`config.mk`:
```
export PLATFORM = sky130hd
export DESIGN_NAME = slot_allocator
export DESIGN_NICKNAME = d
export VERILOG_FILES = /design/src/rtl/slot_allocator.sv
export SDC_FILE = /design/constraint.sdc
export NUM_CORES = 1
export LEC_CHECK = 0
export BUFFER_PORTS_ARGS = -buffer_cell sky130_fd_sc_hd__buf_2
export CORE_MARGIN = 2
export CORE_UTILIZATION = 34
export DETAILED_ROUTE_END_ITERATION = 16
export HOLD_SLACK_MARGIN = 0.05
export SLEW_MARGIN = 15
export SYNTH_ARGS = -nofsm -noshare
export SYNTH_HDL_FRONTEND = slang
export SYNTH_SLANG_ARGS = --single-unit
```
`constraint.sdc`:
```
create_clock -name clk -period 3.4 [get_ports clk]
set_input_delay 0.34 -clock clk [delete_from_list [all_inputs] [get_ports clk]]
set_output_delay 0.34 -clock clk [all_outputs]
set_load 0.05 [all_outputs]
```
`src/rtl/slot_allocator.sv`:
```
// Free-slot allocator: registered occupancy bitmap with a lowest-free-index grant.
// Optional protocol checking (sticky err on illegal frees) is enabled by defining SLOT_ALLOC_CHECK_EN.

module priencoder #(
    parameter  int WIDTH      = 32,
    parameter  bit SEARCH_BIT = 1'b0,
    localparam int IW         = $clog2(WIDTH)
) (
    input  logic [WIDTH-1:0] vec,
    output logic [IW-1:0]    idx,
    output logic             valid
);

    // Scan from the top down so the lowest matching index is the one that sticks.
    always_comb begin
        idx   = '0;
        valid = 1'b0;
        for (int i = WIDTH - 1; i >= 0; i--) begin
            if (vec[i] == SEARCH_BIT) begin
                idx   = i[IW-1:0];
                valid = 1'b1;
            end
        end
    end

endmodule

module slot_allocator #(
    parameter  int ENTRIES = 32,
    localparam int IDXW    = $clog2(ENTRIES)
) (
    input  logic               clk,
    input  logic               rst,
    input  logic               alloc_req,
    output logic               alloc_ack,
    output logic [IDXW-1:0]    alloc_idx,
    input  logic               free_valid,
    input  logic [IDXW-1:0]    free_idx,
    input  logic               flush,
    output logic [ENTRIES-1:0] used_vec,
    output logic [IDXW:0]      count,
    output logic               full,
    output logic               empty,
    output logic               err
);

    logic [ENTRIES-1:0] used_vec_q, used_vec_d;
    logic [IDXW:0]      count_q, count_d;
    logic               full_q, full_d;
    logic               empty_q, empty_d;

    logic [IDXW-1:0]    search_idx;
    logic               search_valid;
    logic               free_in_range;
    logic               legal_free;
    logic [ENTRIES-1:0] set_mask;
    logic [ENTRIES-1:0] clr_mask;

    priencoder #(
        .WIDTH      (ENTRIES),
        .SEARCH_BIT (1'b0)
    ) u_free_search (
        .vec   (used_vec_q),
        .idx   (search_idx),
        .valid (search_valid)
    );

    // No free bit found means the pool is full; the grant is refused during a flush.
    assign alloc_idx = search_idx;
    assign alloc_ack = alloc_req & search_valid & ~flush;

    assign free_in_range = ({1'b0, free_idx} < (IDXW+1)'(ENTRIES));
    assign legal_free    = free_valid & free_in_range & used_vec_q[free_idx];

    always_comb begin
        set_mask = '0;
        clr_mask = '0;
        if (alloc_ack) begin
            set_mask[alloc_idx] = 1'b1;
        end
        if (legal_free) begin
            clr_mask[free_idx] = 1'b1;
        end
    end

    always_comb begin
        used_vec_d = used_vec_q;
        count_d    = count_q;
        if (flush) begin
            used_vec_d = '0;
            count_d    = '0;
        end else begin
            used_vec_d = (used_vec_q | set_mask) & ~clr_mask;
            count_d    = count_q + (IDXW+1)'(alloc_ack) - (IDXW+1)'(legal_free);
        end
        full_d  = (count_d == (IDXW+1)'(ENTRIES));
        empty_d = (count_d == '0);
    end

    always_ff @(posedge clk) begin
        if (rst) begin
            used_vec_q <= '0;
            count_q    <= '0;
            full_q     <= 1'b0;
            empty_q    <= 1'b1;
        end else begin
            used_vec_q <= used_vec_d;
            count_q    <= count_d;
            full_q     <= full_d;
            empty_q    <= empty_d;
        end
    end

    assign used_vec = used_vec_q;
    assign count    = count_q;
    assign full     = full_q;
    assign empty    = empty_q;

`ifdef SLOT_ALLOC_CHECK_EN
    logic err_q, err_d;
    logic bad_free;

    // Out-of-range indices are illegal even during a flush; unused-slot frees only outside one.
    always_comb begin
        bad_free = 1'b0;
        if (free_valid) begin
            if (!free_in_range) begin
                bad_free = 1'b1;
            end else if (!flush && !used_vec_q[free_idx]) begin
                bad_free = 1'b1;
            end
        end
        err_d = err_q | bad_free;
    end

    always_ff @(posedge clk) begin
        if (rst) begin
            err_q <= 1'b0;
        end else begin
            err_q <= err_d;
        end
    end

`ifndef SYNTHESIS
    always_ff @(posedge clk) begin
        if (!rst && bad_free) begin
            $display("slot_allocator: illegal free of slot %0d", free_idx);
        end
    end
`endif

    assign err = err_q;
`else
    assign err = 1'b0;
`endif

`ifndef SYNTHESIS
    count_matches_bitmap: assert property (@(posedge clk) disable iff (rst)
        count_q == (IDXW+1)'($countones(used_vec_q)));
`endif

endmodule

```
==> results_dict.tcl, run 1 <==
set metrics [dict create \
    numPortBuffers 55 \
    cts-root-buf "clkbuf_8" \
    cts_made_buffers 5 \
    syn_inst 306 \
    grt_use_total_pct 21.7 \
    ys_warn_count 0 \
    worst_r2r_path_depth 17 \
    rows 31 \
    r2r-end "full" \
    ys_types 57 \
    yosysMostFrequentCell "dfxtp_1" \
    cp_slowest_cell "mux4_2" \
    drtIter0Drc 202 \
    synth-compound-area-share_pct 27.2 \
    antenna_found_initial 0 \
    hp-start "rst" \
    maxCapViolations 0 \
    p_per_area_nw_per_um2 294 \
    critPathKind "flip-flop to flip-flop" \
    path_cells "mux4_2 -> and3_4 -> o31ai_4 -> nand4_2 -> nand2_4 -> inv_2 -> ha_4 -> inv_2 -> ha_4 -> fa_2 -> a21o_1 -> a21oi_2 -> xor2_1 -> nand2_1 -> nor4_2 -> nor2_1 -> nor2_1" \
    syn-cell-area_sq_um 2560 \
    setup_viol 0 \
    critPathRequiredTime_ps 3640 \
    fin_util_pct 46.0 \
    synthTopCellsByArea "dfxtp_1 31%, a21oi_1 7.4%, a211oi_1 4.7%" \
    synth_top_family_by_area "compound AO/OA/AOI/OAI gates" \
    tritoncts "built" \
    rsz0062_at_grt "true" \
    synth_seq_area_share_pct 31.2 \
    max-vdd-ir-drop_v 0.000117 \
    post-place-cells 483 \
    hold_end "empty" \
    fp.coreArea_sq_um 7290 \
    synth_top_area_share_pct 31.2 \
    cp_top_family "simple AND/OR/NAND/NOR gates" \
    async_reset_ff_share_pct 0 \
    min_period_over_period_pct 95.8 \
    overflow 0 \
    start_kind "flip-flop" \
    die_w_um 90.9 \
    yosys.area_share.adder_pct 3.71 \
    synth_nets 323 \
    crit_buf_inv 2 \
    grt_pass1_wl_um 14200 \
    antenna_cells 0 \
    dominantRegCellSynth "dfxtp_1" \
    skew_ps 8.12 \
    vias 2810 \
    place_hpwl_um 6840 \
    clk_pin_slew_ps 90 \
    worstPathArrival_ps 3500 \
    slew_viol_final 0 \
    synth_seq_cells 40 \
    fin_tns_setup_ps 0 \
    drive_gt1_share_pct 34.0 \
    nets 410 \
    synth-simple-area-share_pct 23.9 \
    io_pins 57 \
    drt_pre_antenna_iters 5 \
    hp-class "input pin to flip-flop" \
    hold_viol_final 0 \
    critPathMaxStageDelay_ps 460 \
    critPathCaptureType "flip-flop" \
    clock.fmax_ghz 0.307 \
    wl_um 9050 \
    drtAntennaViolNets 0 \
    power_uw 985 \
    avgSynthCellArea_sq_um 8.38 \
    gp_congestion 0.908 \
    synth-xor-area-share_pct 1.71 \
    viasPerCell 5.70 \
    worst-path-max-fanout 2 \
    die_area_sq_um 8250 \
    cts_hold_buf 0 \
    hold_path_depth 2 \
    synthToLayoutAreaGrowth_pct 30.7 \
    synth_area_leader_cell "dfxtp_1" \
    initial_core_util_pct 35.2 \
    cts.path.max_buffers 2 \
    post-route-min-period_ps 3260 \
    die_y_um 90.9 \
    worst_pin_slew_ps 907 \
    p_leak_nw 1.34 \
    clk_latency_ps 310 \
    grt_pass1_vias 2654 \
    fin_cells 493 \
    slew_headroom_pct 39.0 \
    synth_edf_count 0 \
    status "finished clean" \
    timing.rr.start "used_vec[31]" \
    cts_num_sinks 40 \
    wire_per_inst_um 18.4 \
    grt_max_degree 29 \
    h-tree-depth 2 \
    r2r_slack_ps 140 \
    synthMuxAreaShare_pct 6.59 \
    synthTopCellsByCount "40 x dfxtp_1, 38 x a21oi_1, 25 x nand2_1" \
    remaining_drc_errors 0 \
]
layout by cell type, fill, tap and decap left out, types with 2 or more instances in the layout:
| master | count |
|---|---|
| mux2i_1 | 9 |
| nor4_1 | 5 |
| buf_4 | 35 |
| a21oi_1 | 37 |
| mux4_2 | 3 |
| a21o_1 | 2 |
| nand2_1 | 25 |
| a211oi_1 | 16 |
| nand3_1 | 5 |
| clkbuf_8 | 5 |
| xor2_1 | 2 |
| and3_4 | 2 |
| o221ai_1 | 2 |
| dfxtp_2 | 4 |
| a211oi_2 | 5 |
| dfxtp_1 | 35 |
| o21ai_0 | 9 |
| inv_1 | 19 |
| a31oi_1 | 4 |
| nand2b_1 | 8 |
| buf_2 | 55 |
| a311oi_1 | 4 |
| ha_4 | 2 |
| ha_1 | 4 |
| nor2b_1 | 4 |
| nor2_1 | 22 |
| nor3_1 | 7 |
| o31a_1 | 3 |
| nor3_4 | 5 |
| xnor2_1 | 3 |
| nand4_1 | 9 |
| inv_2 | 4 |
| and3_1 | 2 |
| and2_1 | 5 |
| a21boi_0 | 3 |
| a221oi_2 | 2 |
registers in the layout, summed over array words and instances (netlist names):
name and cells:
full 1, used_vec 32, empty 1, count 6
worst max-delay path by stage:
stage                 startpoint    end  slack, ps  depth (start not counted)
global placement     free_idx[1]   full        -40                         18
detailed placement   free_idx[1]  empty       -140                         18
CTS                 used_vec[31]  empty         50                         16
global route        used_vec[31]   full        -50                         17
floorplan            free_idx[1]  empty       -0.3                         17
finish              used_vec[31]   full        140                         17
layer usage:
layer  wire length (um)  part of all wire [%]  track usage [%]  up-vias
li1                   -                     -                -     1311
met1               3910                    43             29.4     1340
met2               4150                    46             34.6      141
met3                807                   8.9             4.51       18
met4                180                   2.0             7.07        0
met5                  0                     0                0        -
cells by family (layout without fill, tap and decap cells):
logic type,count (synthesis),after routing
and+or+nand+nor,107,107
AOI/OAI and AO/OA,100,100
DFF,40,40
buffers and inverters,33,121
muxes,13,13
adders and majority gates,7,7
xor gates and xnor gates,5,5
other,1,1
worst reg2reg max path: cells and delay by family (launching register included):
| kind | cells | cell delay [ps] |
|---|---|---|
| compound gates | 3 | 520 |
| mux | 1 | 460 |
| simple gates | 7 | 860 |
| xor+xnor | 1 | 190 |
| fa+ha+maj | 3 | 750 |
| flops | 1 | 330 |
| buf+inv | 2 | 70 |
what timing repair did:
action | CTS | global route
endpoints found under the hold margin | 0 | 0
setup buffers | 0 | 2
endpoints found under the setup margin | 0 | 2
resized for setup | 0 | 9
where the power goes:
part,switching [mW],total [mW],internal (mW),leakage [nW]
registers,0.00207,0.473,0.470,0.325
logic,0.0740,0.112,0.0377,0.960
clock network,0.183,0.401,0.218,0.0552
total,0.259,0.985,0.726,1.34
layout make-up:
cell class	count	area, sq um
Clock buffer	6	72.6
Clock inverter	2	35.0
Fill cell	752	3940
Inverter	23	86.3
Multi-Input combinational cell	233	1690
Sequential cell	40	810
Tap cell	99	124
Timing Repair Buffer	90	538
stage by stage:
step	setup slack [ps]	hold slack, ps	area [sq um]
floorplan	-0.345	461	2580
global placement	-41.8	538	3170
detailed placement	-138	549	3170
CTS	53.5	287	3280
global route	-54.9	314	3350
finish	143	281	3350
No activity file was read; power rests on OpenSTA's default activity.
==> run 2, diff against run 1 <==
- clock period: 3.4 -> 3.1 ns (I/O delays scaled with it)
==> run 2 against run 1 <==
Compared with the run above:
- the run now ends with negative setup slack left
- hold slack got worse by 35 ps
- sequential share of layout area down 1.2 points
- count of clock-buffer cells in the layout down 1
- maximum frequency decreased by 1.6%
- highest routed layer unchanged
- non-clock buffer count up 25
- sequential power is 9.5% higher
- critical endpoint unchanged
- clock skew up 3.1 ps
==> results_dict.tcl, run 2 (synthesized netlist as in run 1, its figures left out) <==
set metrics [dict create \
    status "complete, but fails checks" \
    violations "negative setup slack" \
    die_w_um 90.9 \
    clock.fmax_ghz 0.302 \
    die_y_um 90.9 \
    numPortBuffers 55 \
    setup_viol 4 \
    gp_congestion 0.902 \
    place_hpwl_um 6860 \
    slew_headroom_pct 37.7 \
    grt_max_degree 29 \
    start_kind "flip-flop" \
    cp_slowest_cell "mux4_2" \
    wl_um 9040 \
    overflow 0 \
    p_per_area_nw_per_um2 308 \
    synthToLayoutAreaGrowth_pct 39.0 \
    cts.path.max_buffers 2 \
    setup_ws_ps -209 \
    multi_input_area_sq_um 1690 \
    placed_area_sq_um 3340 \
    worst_pin_slew_ps 922 \
    worst_r2r_path_depth 17 \
    antenna_found_initial 0 \
    largest_reg_flops 32 \
    fp.coreArea_sq_um 7290 \
    tritoncts "built" \
    cts_made_buffers 5 \
    critPathKind "flip-flop to flip-flop" \
    layout_commonest_cell "buf_4" \
    drive_gt1_share_pct 39.6 \
    nets 435 \
    path_cells "mux4_2 -> and3_4 -> o31ai_4 -> nand4_2 -> nand2_4 -> inv_4 -> ha_4 -> inv_2 -> ha_4 -> fa_2 -> a21o_1 -> a21oi_2 -> xor2_1 -> nand2_1 -> nor4_4 -> nor2_1 -> nor2_1" \
    r2r_slack_ps -210 \
    power_mw 1.10 \
    cts_num_sinks 40 \
    grt_use_total_pct 22.3 \
    p_leak_nw 1.48 \
    critPathCaptureType "flip-flop" \
    crit_buf_inv 2 \
    critPathRequiredTime_ps 3340 \
    h-tree-depth 2 \
    cts-root-buf "clkbuf_8" \
    rows 31 \
    hold_viol_final 0 \
    drtAntennaViolNets 0 \
    rsz0062_at_grt "true" \
    seq_area_sq_um 818 \
    cp_top_family "simple AND/OR/NAND/NOR gates" \
    post-route-min-period_ps 3310 \
    critPathMaxStageDelay_ps 450 \
    max-vdd-ir-drop_v 0.000192 \
    die_area_sq_um 8250 \
    fin_tns_setup_ps -529 \
    wire_per_inst_um 17.5 \
    clk_latency_ps 300 \
    io_pins 57 \
    final_cell_mix "58 x buf_4, 55 x buf_2, 37 x a21oi_1" \
    hp-class "input pin to flip-flop" \
    remaining_drc_errors 0 \
    skew_ps 11.2 \
    hold_path_depth 2 \
    min_period_over_period_pct 107 \
    drt_pre_antenna_iters 5 \
    antenna_cells 0 \
    post-place-cells 503 \
    fin_cells 518 \
    vias 2860 \
    slew_viol_final 0 \
    maxCapViolations 0 \
    drtIter0Drc 328 \
    n_fill_cell 763 \
    cp.depth 17 \
    worstPathArrival_ps 3550 \
    clk_pin_slew_ps 90 \
    worst-path-max-fanout 2 \
    initial_core_util_pct 35.2 \
    grt_pass1_vias 2804 \
    grt_pass1_wl_um 14700 \
    fin_area_sq_um 3560 \
    viasPerCell 5.52 \
]
## run 2: cell count changes in the layout (fill, tap and decap cells not counted), moves of 2 or more
| cell | previous run | this run |
|---|---|---|
| buf_6 | 0 | 2 |
| dfxtp_2 | 4 | 11 |
| buf_4 | 35 | 58 |
| inv_4 | 0 | 2 |
| dfxtp_1 | 35 | 28 |
## run 2: stage by stage
step           util, %  hold WS, ps  worst slack (ps)
6_report          48.9          246              -209
5_1_grt           48.9          257              -367
4_1_cts           48.5          231              -151
3_5_place_dp      45.8          555              -387
3_3_place_gp      45.8          554              -273
2_1_floorplan        -          426              -228
## run 2: worst reg2reg max path, cell delays in order (launching register included)
cell	delay, ps
dfxtp_4	350
mux4_2	450
and3_4	200
o31ai_4	180
nand4_2	130
nand2_4	110
inv_4	40
ha_4	250
inv_2	40
ha_4	150
fa_2	340
a21o_1	190
a21oi_2	140
xor2_1	210
nand2_1	140
nor4_4	180
nor2_1	80
nor2_1	80
## run 2: what timing repair did
action,in CTS,in global routing
gates resized for setup,7,2
hold buffers,0,0
endpoints found under the setup margin,2,4
setup buffers,5,2
pin swaps,1,3
## run 2: metal layers
layer  up-vias  GRT usage, %  part of all wire (%)
li1       1362             -                     -
met1      1333          29.7                    43
met2       138          36.1                    46
met3        27          4.59                   8.8
met4         0          7.07                   2.7
met5         -             0                     0
## run 2: path summary, 6_finish.rpt
kind / from / to
max: used_vec[31] / full
min: rst / empty
max reg2reg: used_vec[31] / full
min reg2reg: used_vec[25] / used_vec[25]
## run 2: report_power, final
part           internal, mW  leakage (nW)  switching, mW
Sequential            0.516         0.329        0.00218
Combinational        0.0530          1.09         0.0852
Clock                 0.239        0.0585          0.204
## run 2: cell type report
| class | count | share of cell area, % |
|---|---|---|
| Inverter | 23 | 2.49 |
| Timing Repair Buffer | 115 | 20.6 |
| Clock buffer | 5 | 1.93 |
| Sequential cell | 40 | 23.0 |
| Multi-Input combinational cell | 233 | 47.4 |
| Clock inverter | 3 | 1.16 |
| Tap cell | 99 | 3.47 |
==> run 3, diff against run 2 <==
- SETUP_SLACK_MARGIN: not set -> 0.3
==> run 3 against run 2 <==
Compared with the run above:
- the flow still finishes with violations (negative setup slack)
- final area decreased by 0.56%
- flip-flop and latch count unchanged
- maximum frequency increased by 2.0%
- final cell count decreased by 0.97%
- global-route usage decreased by 0.38 points
- first-iteration DRC count decreased by 27%
- critical path type unchanged
- worst setup slack improved by 65 ps
- critical endpoint unchanged
- clock power increased by 9.5%
- die area unchanged
- sequential power about the same
- routed wire length increased by 1.2%
==> results_dict.tcl, run 3 (synthesized netlist as in run 1, its figures left out) <==
set metrics [dict create \
    die_w_um 90.9 \
    worstPathArrival_ps 3480 \
    fin_util_pct 48.6 \
    slew_viol_final 0 \
    critPathKind "flip-flop to flip-flop" \
    wl_um 9160 \
    synthToLayoutAreaGrowth_pct 38.2 \
    post-route-min-period_ps 3240 \
    timing.hold.ws_ps 245 \
    crit_start "used_vec[31]" \
    cts_num_sinks 40 \
    h-tree-depth 2 \
    antenna_found_initial 0 \
    drtIter0Drc 240 \
    overflow 0 \
    min_period_over_period_pct 105 \
    critPathRequiredTime_ps 3340 \
    grt_pass1_vias 2789 \
    place_hpwl_um 6930 \
    setup_viol 2 \
    grt_pass1_wl_um 14400 \
    fp.coreArea_sq_um 7290 \
    cts_hold_buf 0 \
    critPathCaptureType "flip-flop" \
    final_cell_mix "55 x buf_2, 55 x buf_4, 35 x a21oi_1" \
    hp-class "input pin to flip-flop" \
    skew_ps 3.03 \
    clk_pin_slew_ps 80 \
    clk_latency_ps 300 \
    vias 2907 \
    globalRouteMet3Util_pct 4.59 \
    worst-path-max-fanout 2 \
    worst_pin_slew_ps 908 \
    gp_congestion 0.887 \
    drtAntennaViolNets 0 \
    grt_max_degree 29 \
    io_pins 57 \
    initial_core_util_pct 35.2 \
    start_kind "flip-flop" \
    fin_tns_setup_ps -284 \
    setup_ws_ps -144 \
    die_area_sq_um 8250 \
    grt_use_met1_pct 29.1 \
    clock.fmax_ghz 0.308 \
    use_met2_pct 35.3 \
    post-place-cells 502 \
    cts.path.max_buffers 2 \
    cts-root-buf "clkbuf_8" \
    remaining_drc_errors 0 \
    cts_made_buffers 5 \
    p_leak_nw 1.46 \
    cp_slowest_cell "mux4_2" \
    numPortBuffers 55 \
    rsz0062_at_grt "true" \
    largest_reg_flops 32 \
    slew_headroom_pct 39.2 \
    viasPerCell 5.67 \
    drive_gt1_share_pct 40.1 \
    status "complete, but fails checks" \
    fin_cells 513 \
    path_cells "mux4_2 -> and3_4 -> o31ai_4 -> nand4_2 -> nand2_4 -> inv_2 -> ha_4 -> inv_2 -> ha_4 -> fa_2 -> a21o_1 -> a21oi_2 -> xor2_1 -> nand2_1 -> nor4_2 -> nor2_1 -> nor2_1" \
    antenna_cells 0 \
    top_usage_layer "met2" \
    hold_viol_final 0 \
    maxCapViolations 0 \
    nets 430 \
    power_mw 1.13 \
    rows 31 \
    wire_per_inst_um 17.8 \
    die_y_um 90.9 \
    max-vdd-ir-drop_v 0.000142 \
    violations "negative setup slack" \
    hp-start "rst" \
    critPathMaxStageDelay_ps 460 \
    timing.rr.start "used_vec[31]" \
    drt_pre_antenna_iters 7 \
    p_per_area_nw_per_um2 319 \
    tritoncts "built" \
    grt_use_total_pct 21.9 \
]
[run 3: what timing repair did]
item                                   4_1_cts  5_1_grt
pin swaps                                    4        2
gates resized for setup                      2        3
buffers inserted                             2        1
endpoints found under the hold margin        0        0
setup endpoints to repair                    4        5
[run 3: worst paths after layout]
check                 endpoint  slack, ps  cells after the start
setup / recovery          full       -140                     17
setup reg to reg          full       -140                     17
hold reg to reg   used_vec[25]        570                      2
hold / removal           empty        240                      2
[run 3: layout make-up]
cell class / instances / area (sq um)
fill: 736 / 3750
multi-input combinational: 233 / 1700
sequential: 40 / 818
timing repair buffer: 110 / 688
tap: 99 / 124
clock buffer: 7 / 96.3
inverter: 23 / 86.3
clock inverter: 1 / 30.0
[run 3: where the power goes]
group	leakage, nW	internal (mW)	total, mW	switching [mW]
Clock	0.0645	0.285	0.485	0.200
Combinational	1.07	0.0452	0.128	0.0831
Sequential	0.329	0.516	0.518	0.00237
Total	1.46	0.846	1.13	0.286
[run 3: per-stage QoR]
stage | setup slack, ps | instance area (sq um)
6_report | -144 | 3540
5_1_grt | -304 | 3540
4_1_cts | -147 | 3520
3_5_place_dp | -334 | 3370
3_3_place_gp | -251 | 3370
2_1_floorplan | -219 | 2640
[run 3: layer usage]
layer	part of all wire (%)	wire (um)
met1	44	4020
met2	46	4220
met3	7.5	684
met4	2.5	228
met5	0	0
[run 3: worst max-delay path: cells and delay by family, from the launching register on]
family | cells | cell delay, ps
AOI/OAI and AO/OA | 3 | 510
xor gates and xnor gates | 1 | 190
adders and majority gates | 3 | 730
buffers and inverters | 2 | 70
DFF | 1 | 350
muxes | 1 | 460
and+or+nand+nor | 7 | 850
